## config.mk

```make
export PLATFORM = sky130hd
export DESIGN_NAME = semafor_ctrl
export DESIGN_NICKNAME = d
export VERILOG_FILES = /design/src/rtl/semafor_ctrl.sv
export SDC_FILE = /design/constraint.sdc
export NUM_CORES = 1
export LEC_CHECK = 0
export ABC_CLOCK_PERIOD_IN_PS = 2900
export CORE_ASPECT_RATIO = 1.2
export CORE_MARGIN = 1.5
export CORE_UTILIZATION = 40
export CTS_CLUSTER_SIZE = 8
export DETAILED_ROUTE_END_ITERATION = 10
export SETUP_SLACK_MARGIN = 0.15
export SKIP_LAST_GASP = 1
export SYNTH_ARGS = -nofsm -noshare
export SYNTH_HDL_FRONTEND = slang
export SYNTH_SLANG_ARGS = --single-unit
```

## constraint.sdc

```tcl
create_clock -name clk -period 2.9 [get_ports clk]
set_input_delay 0.58 -clock clk [delete_from_list [all_inputs] [get_ports clk]]
set_output_delay 0.58 -clock clk [all_outputs]
set_load 0.01 [all_outputs]
```

## src/rtl/semafor_ctrl.sv

```systemverilog
// Master intersection sequencer: cycles vehicle phases A/B through green, yellow
// and all-red, hands off to the pedestrian block and enters/leaves night mode.
module semafor_ctrl #(
    parameter int T_VERDE     = 10,
    parameter int T_GALBEN    = 3,
    parameter int T_ROSU      = 2,
    parameter int PED_TIMEOUT = 30
) (
    input  logic       clk,
    input  logic       rst,
    input  logic       tick_1s,
    input  logic       buton_P,
    input  logic       mod_noapte,
    input  logic       ready_P,
    output logic [2:0] stare_semafor,
    output logic       cerere_P,
    output logic       ped_timeout
);

    typedef enum logic [2:0] {
        ROSU_A   = 3'b000,
        VERDE_A  = 3'b001,
        GALBEN_A = 3'b010,
        ROSU_B   = 3'b110,
        VERDE_B  = 3'b011,
        GALBEN_B = 3'b101,
        PIETONI  = 3'b100,
        NOAPTE   = 3'b111
    } state_t;

    localparam logic [5:0] V_LAST = 6'(T_VERDE - 1);
    localparam logic [5:0] G_LAST = 6'(T_GALBEN - 1);
    localparam logic [5:0] R_LAST = 6'(T_ROSU - 1);
    localparam logic [5:0] P_LAST = 6'(PED_TIMEOUT - 1);

    state_t     state, state_nxt;
    logic [5:0] cnt;
    logic       timeout_hit;
    logic       v_done, g_done, r_done, p_done;

    assign v_done = tick_1s && (cnt == V_LAST);
    assign g_done = tick_1s && (cnt == G_LAST);
    assign r_done = tick_1s && (cnt == R_LAST);
    assign p_done = tick_1s && (cnt == P_LAST);

    always_comb begin
        state_nxt   = state;
        timeout_hit = 1'b0;
        case (state)
            ROSU_A: begin
                if (mod_noapte)  state_nxt = NOAPTE;
                else if (r_done) state_nxt = VERDE_A;
            end
            VERDE_A:  if (mod_noapte || v_done) state_nxt = GALBEN_A;
            GALBEN_A: if (g_done) state_nxt = mod_noapte ? NOAPTE : ROSU_B;
            ROSU_B: begin
                if (mod_noapte)  state_nxt = NOAPTE;
                else if (r_done) state_nxt = VERDE_B;
            end
            VERDE_B:  if (mod_noapte || v_done) state_nxt = GALBEN_B;
            // registered cerere_P: a press on the decision clk waits for the next cycle
            GALBEN_B: if (g_done) state_nxt = mod_noapte ? NOAPTE : (cerere_P ? PIETONI : ROSU_A);
            PIETONI: begin
                if (ready_P) begin
                    state_nxt = mod_noapte ? NOAPTE : ROSU_A;
                end else if (p_done) begin
                    state_nxt   = mod_noapte ? NOAPTE : ROSU_A;
                    timeout_hit = 1'b1;
                end
            end
            NOAPTE:   if (!mod_noapte) state_nxt = ROSU_A;
            default:  state_nxt = ROSU_A;
        endcase
    end

    always_ff @(posedge clk or negedge rst) begin
        if (!rst) begin
            state       <= ROSU_A;
            cnt         <= '0;
            cerere_P    <= 1'b0;
            ped_timeout <= 1'b0;
        end else begin
            state       <= state_nxt;
            ped_timeout <= timeout_hit;
            if (state_nxt != state || state == NOAPTE) cnt <= '0;
            else if (tick_1s)                          cnt <= cnt + 6'd1;
            if ((state_nxt == PIETONI && state != PIETONI) || state_nxt == NOAPTE)
                cerere_P <= 1'b0;
            else if (buton_P && state != PIETONI && state != NOAPTE)
                cerere_P <= 1'b1;
        end
    end

    assign stare_semafor = state;

endmodule
```

* Yosys cells after proc, flatten, opt, wreduce, memory -nomap -nowiden
Cells that the tools add are included.
** Operators by class
- $add $sub $neg :: 1
- Eq/ne operators :: 16
- Mux-type cells :: 23
- Reduce and logical (&&, ||, !) cells :: 13
** Operator list (number)
- 2-to-1 mux 3 bit :: 14
- case mux 3 bit (8 select lines) :: 1
- equality test 3 bit (second input constant) :: 6
- 2-to-1 mux 6 bit :: 2
- logical AND 1 bit :: 7
- adder 6 x 1 -> 6 bit (second input constant) :: 1
- equality test 3 x 2 -> 1 bit (second input constant) :: 2
- equality test 6 x 1 -> 1 bit (second input constant) :: 1
- equality test 6 x 2 -> 1 bit (second input constant) :: 1
- equality test 6 x 4 -> 1 bit (second input constant) :: 1
- equality test 6 x 5 -> 1 bit (second input constant) :: 1
- 2-to-1 mux 1 bit :: 6
- != test 3 bit (second input constant) :: 2
- nonzero test 2 bit :: 2
- equality test 3 x 1 -> 1 bit (second input constant) :: 1
- logical NOT 3 bit :: 1
- logical OR 1 bit :: 3
- != test 3 bit :: 1
** Storage, ports and cells
- Register bits after elaboration :: 11
- Word-level logic and storage cells :: 57

* Logic depth before layout (Yosys ltp)
Gate-level depths: netlist (run 1).
- Word-level depth :: 9
- Mapped depth :: 9
- Gate-level depth less buffers :: 8

* Worst setup path before layout (run 1)
Ideal clock, no wire load.
- Path kind :: input -> register
- From :: in tick_1s
- To :: reg cnt[1]
- Setup time :: 111 ps
- Data arrival time :: 2110 ps
- Slack :: 679 ps
- Stages on the path :: 8
- Buffers on the path :: 2
- Cells stage by stage :: buf_6 > and3b_1 > a41o_1 > a21oi_1 > nor3_1 > or3_1 > buf_2 > a2111oi_2
** On the way
- Cells in the longest elaborated chain, start to end :: 7
** RTL lines
- start: declaration :: RTL line 11 : input logic tick_1s,
- logical AND 1 bit (on tied branches) :: RTL line 44, 41, 43
- 2-to-1 mux 3 bit, or another cell as far along :: RTL line 66 : end else if (p_done) begin
- 2-to-1 mux 3 bit (on tied branches)
- case mux 3 bit (8 select lines) :: RTL line 49 : case (state)
- != test 3 bit :: RTL line 85 : if (state_nxt != state || state == NOAPTE) cnt <= '0;
- logical OR 1 bit :: RTL line 85
- 2-to-1 mux 6 bit / nonzero test 2 bit (equally long branches)
- end signal: assignment :: RTL line 86 : else if (tick_1s) cnt <= cnt + 6'd1;
- end: declaration :: RTL line 37 : logic [5:0] cnt;
Several ways; a longest one is shown, not always the timed one.
A chain may end at the register's enable or synchronous reset.

* Worst setup path in the final report (run 1)
- From :: in mod_noapte
- To :: reg cnt[2]
** On the way
- Cells in the longest elaborated chain, start to end :: 7
** RTL lines
- start: declaration :: RTL line 13 : input logic mod_noapte,
- 2-to-1 mux 3 bit :: RTL line 65, 67
- 2-to-1 mux 3 bit :: RTL line 66
- 2-to-1 mux 3 bit :: RTL line 64 : if (ready_P) begin
- case mux 3 bit (8 select lines) * :: RTL line 49
- != test 3 bit * :: RTL line 85
- logical OR 1 bit * :: RTL line 85
- 2-to-1 mux 6 bit / nonzero test 2 bit (equally long branches)
Mark *: on every way between the ends. The rest lies on a longest branch, timed or not.

==> results.toml, run 1 <==
[detailed_routing]
avgRoutedWirePerCell_um = 14.42
drt_iter0_drc = 42
vias = 898
ant_nets = 0
drc_errors = 0
via_per_inst = 5.908
drt_wl_total_mm = 2.192
dr.pass1.iters = 4

[floorplan]
die_h_um = 56.13
num_rows = 19
initial_core_util = 0.4166
io_pins = 11
dieArea_um2 = 2654
die_w_um = 47.28
core_um2 = 2258

[placement]
io_buffers = 10
pre_cts_ws_ps = 227.8
routabilityCongestion = 0.9805
hpwl_mm = 1.748
post_dp_cell_area_um2 = 1061

[clocking]
clk_pin_slew_worst_paths_ps = 70
cts_buffers = 3
cts_resized = 0
tritoncts = "done"
clkSinkCount = 11
clk_latency_ps = 260
cts_setup_buffers = 0
max-clock-path-buffers = 2
cts_max_level = 1
cts_hold_buf = 0
root_buffer = "clkbuf_4"

[yosys]
yosysWarnings = 0
synthArstFlopShare = 1.000
ys_ff_latch = 11
synth_edf_count = 0
syn-instance-count = 111
synthFlopType = "dfrtp_1"
syn-mean-instance-area_um2 = 8.477
synth_nets = 120
synthesis.area_um2 = 940.9
synth_cell_types = 43
seq_area_frac_synth = 0.2926

[power]
p_per_area_nw_per_um2 = 942.6
ir_drop_uv = 500.3
power.leakage_nw = 0.4180

[critical_path]
end_kind = "flop"
cp_common_cell = "nor3_1"
cpPeakStageDelay_ps = 590
crit_path_start_kind = "primary input"
cp_cell_sequence = "clkdlybuf4s50_1, inv_1, o21a_1, a221o_1, nor3_1, or3_1, buf_4, nor3_1"
cp_slowest_cell = "clkdlybuf4s50_1"
r2r_cells = 7
arrival_ps = 2630
path_class = "in2reg"
worst-path-max-fanout = 9
required_ps = 3080

[sta]
slew_headroom = 0.6480
rsz0062_at_grt = "no"
setup-tns-final_ps = 0
report.final.slew_viol_count = 0
whs_ps = 588.4
hold_violations = 0
fin_skew_ps = 3.855
fin_crit_sh = 0.8449
finalCriticalPeriod_ps = 2450
worstMarginPinSlew_ps = 528.0
setup_slack_ps = 449.9
setup_violations = 0
max_freq_mhz = 408.1

[global_routing]
grt_pass1_vias = 846
grt_max_degree = 19
grt_pass1_wl_mm = 3.850
grt_antenna_before_repair = 0
track_usage = 0.1913
overflow = 0

[layout]
syn2layout_area_growth_pct = 15.56
nNetsFinal = 131
fin_area_um2 = 1087
antenna_cells = 0
final_core_util = 0.4814
drive_gt1_frac = 0.09091

[flow_run]
drv_cap = 0

[run_status]
outcome = "complete, no violations"

[worst_hold_path]
holdPathStages = 2
hp-class = "reg2reg"
layer usage:
layer	up-vias	global-route usage	share of wire
li1	439	-	-
met1	431	0.2854	0.45
met2	20	0.2703	0.49
met3	8	0.009740	0.023
met4	0	0.09921	0.034
met5	-	0	0
layout make-up:
cell class	instances	area, um2
Tap cell	31	38.79
Timing Repair Buffer	14	130.1
Fill cell	217	1171
Clock buffer	4	26.28
Sequential cell	11	275.3
Multi-Input combinational cell	86	594.3
Inverter	6	22.52
path summary, 6_finish.rpt:
kind	start	slack, ps	to
worst max-delay path	mod_noapte	450	cnt[2]
worst min-delay path	cerere_P	590	cerere_P
worst max register to register	stare_semafor[1]	570	cnt[2]
worst min register to register	cerere_P	590	cerere_P
max in group asynchronous	rst	1930	stare_semafor[0]
min in group asynchronous	rst	640	cnt[1]
worst max-delay path, delay by kind of cell:
| family | cells | cell delay (ps) |
|---|---|---|
| simple gates | 3 | 660 |
| compound gates | 2 | 440 |
| buf+inv | 3 | 950 |
through the flow:
step,total power [mW],std cells
after floorplan,0.7321,111
after global placement,0.9271,148
after detailed placement,0.9195,148
after CTS,1.022,152
after global routing,1.118,152
final,1.025,152
sequential cells by signal, summed over array words and instances (netlist names):
register and cells:
cerere_P 1, stare_semafor 3, cnt 6, ped_timeout 1
cell families (layout without fill, tap and decap cells):
kind of cell | after synthesis | after routing | synth area share
buffers and inverters | 14 | 24 | 0.07579
AOI/OAI and AO/OA | 32 | 32 | 0.2580
xor gates and xnor gates | 5 | 5 | 0.04655
and+or+nand+nor | 46 | 46 | 0.2873
adders and majority gates | 3 | 3 | 0.03990
DFF | 11 | 11 | 0.2925
synthesized netlist by cell type, types with 2 or more instances:
master,n,share of area
a21bo_2,2,0.021
a21oi_1,5,0.027
buf_2,3,0.016
buf_6,2,0.024
clkbuf_1,3,0.012
dfrtp_1,11,0.29
ha_1,3,0.040
inv_1,6,0.024
nand2_1,3,0.012
nand2b_1,2,0.013
nand3b_1,2,0.016
nand4_1,4,0.027
nor2_1,10,0.040
nor2b_1,6,0.040
nor3_1,6,0.032
nor4_1,3,0.020
o211ai_1,3,0.024
o21ai_0,6,0.032
o31ai_1,2,0.016
or3_1,3,0.020
xnor2_1,2,0.019
xor2_1,3,0.028
where the power goes:
part	switching, mW	total, mW	internal [mW]
sequential	0.102	0.297	0.195
combinational	0.329	0.629	0.300
clock	0.0453	0.0983	0.0530
cells in the final DEF, fill, tap and decap left out, types with 2 or more instances in the layout:
cell type / count
inv_1: 6
clkbuf_4: 3
clkdlybuf4s50_1: 10
or3_1: 3
a21oi_1: 5
xor2_1: 3
a21bo_2: 2
nor3_1: 6
o21ai_0: 6
dfrtp_1: 11
o31ai_1: 2
nand4_1: 4
nor2b_1: 6
nor2_1: 10
nor4_1: 3
nand3b_1: 2
buf_4: 4
ha_1: 3
nand2_1: 3
xnor2_1: 2
o211ai_1: 3
nand2b_1: 2
(Power assumes the default switching activity.)
==> run 2: changes to the inputs <==
Settings changed: ABC_CLOCK_PERIOD_IN_PS 2900 to 2540.
Clock period 2.9 ns to 2.54 ns, I/O delays scaled along.
==> run 2 against run 1 <==
  * Largest cell class unchanged
  * Count of clock-buffer cells in the layout unchanged
  * Sequential share of layout area down 2.0 points
  * Combinational power up 34%
  * Worst hold slack worse by 22 ps
  * Core utilization up 4.4 points
  * Sequential cell count unchanged
  * Clock power up 17%
  * First-iteration DRC count down 64%
==> results.toml, run 2 (same netlist as run 1, synthesis figures left out) <==
[sta]
setup_violations = 0
worstMarginPinSlew_ps = 531.7
fin_crit_sh = 0.9074
finalCriticalPeriod_ps = 2305
setup_slack_ps = 235.1
max_freq_mhz = 433.9
hold_violations = 0
rsz0062_at_grt = "no"
report.final.slew_viol_count = 0
slew_headroom = 0.6456
fin_skew_ps = 6.576

[global_routing]
grt_pass1_wl_mm = 3.995
track_usage = 0.2037
grt_max_degree = 19
overflow = 0
grt_pass1_vias = 914
grt_antenna_before_repair = 0

[placement]
routabilityCongestion = 1.003
post_dp_cell_area_um2 = 1129
io_buffers = 10
pre_cts_ws_ps = -90.43
hpwl_mm = 1.863

[layout]
largest_register = "cnt"
syn2layout_area_growth_pct = 26.06
nNetsFinal = 141
antenna_cells = 0
seq_area_um2 = 276.5
final_cell_mix = "14 x buf_4, 10 x nor2_1, 10 x dfrtp_1, 10 x clkdlybuf4s50_1"
n_fill_cell = 227
multi_input_area_um2 = 616.8
layout_commonest_cell = "buf_4"
fin_area_um2 = 1186
largest_register_ff_count = 6
drive_gt1_frac = 0.1832

[worst_hold_path]
hold_start = "cerere_P"
min_to = "cerere_P"
holdPathStages = 2
hp-class = "reg2reg"

[floorplan]
initial_core_util = 0.4166
core_um2 = 2258
die_w_um = 47.28
num_rows = 19
dieArea_um2 = 2654
die_h_um = 56.13
io_pins = 11

[clocking]
clkSinkCount = 11
cts_max_level = 1
max-clock-path-buffers = 2
root_buffer = "clkbuf_4"
clk_latency_ps = 260
clk_pin_slew_worst_paths_ps = 70
tritoncts = "done"
cts_buffers = 3
cts_hold_buf = 0

[power]
ir_drop_uv = 627.2
p_per_area_nw_per_um2 = 1085
power.leakage_nw = 0.4655

[detailed_routing]
drt_wl_total_mm = 2.400
drt_iter0_drc = 15
drc_errors = 0
via_per_inst = 5.722
dr.pass1.iters = 4
vias = 927
avgRoutedWirePerCell_um = 14.81
ant_nets = 0

[critical_path]
r2r-end = "cnt[2]"
r2r_start = "cnt[0]"
end_kind = "flop"
required_ps = 2720
path_class = "in2reg"
arrival_ps = 2480
r2r_cells = 8
r2r_slack_ps = 280
crit_path_start_kind = "primary input"
worst-path-max-fanout = 5

[flow_run]
drv_cap = 0

[run_status]
outcome = "complete, no violations"
[run 2: cell count changes in the layout (fill, tap and decap cells not counted)]
cell,before,now
buf_4,4,14
or3_1,3,1
or3_4,0,2
a2111oi_2,1,0
a2111oi_4,0,1
dfrtp_1,11,10
dfrtp_2,0,1
[run 2: power breakdown]
group | switching, mW | total [mW] | internal [mW]
combinational | 0.426 | 0.846 | 0.420
clock | 0.0546 | 0.115 | 0.0606
sequential | 0.103 | 0.326 | 0.223
total | 0.583 | 1.29 | 0.704
[run 2: repair_timing]
action	4_1_cts	5_1_grt
resized for setup	0	4
endpoints found under the setup margin	0	7
setup buffers	0	1
[run 2: through the flow]
| stage | instances | total power [mW] | TNS, ps | hold WS, ps | util |
|---|---|---|---|---|---|
| 5_1_grt | 162 | 1.393 | 0 | 619.0 | 0.5252 |
| 3_3_place_gp | 157 | 1.100 | -52.43 | 547.5 | 0.4997 |
| 4_1_cts | 161 | 1.231 | 0 | 574.6 | 0.5114 |
| 3_5_place_dp | 157 | 1.106 | -169.6 | 559.7 | 0.4997 |
| 6_report | 162 | 1.287 | 0 | 566.3 | 0.5252 |
| 2_1_floorplan | 111 | 0.8359 | 0 | 212.4 | - |
[run 2: layer usage]
metal	routed length [um]	share of wire	global-route usage	up-vias
met5	0	0	0	-
met4	41	0.017	0.07937	0
met3	67	0.028	0.02597	4
met2	1224	0.51	0.3147	15
met1	1066	0.44	0.2793	453
li1	-	-	-	455
[run 2: final cells by class]
| type | instances | area share |
|---|---|---|
| Clock buffer | 4 | 0.02215 |
| Inverter | 6 | 0.01899 |
| Multi-Input combinational cell | 86 | 0.5200 |
| Sequential cell | 11 | 0.2331 |
| Tap cell | 31 | 0.03270 |
| Timing Repair Buffer | 24 | 0.1730 |
[run 2: how the worst max path moves through the flow]
stage,start,endpoint,slack (ps)
detailed placement,tick_1s,cnt[1],-90
floorplan,cnt[0],cnt[1],380
global route,tick_1s,cnt[0],150
global placement,tick_1s,cnt[1],-30
CTS,tick_1s,cnt[1],190
finish,tick_1s,cnt[2],240
[run 2: critical path, stage by stage]
cell	delay (ps)
clkdlybuf4s50_1	450
and3b_1	220
a41o_1	290
a21oi_1	170
nor3_1	70
or3_4	420
buf_4	170
nor3_1	180
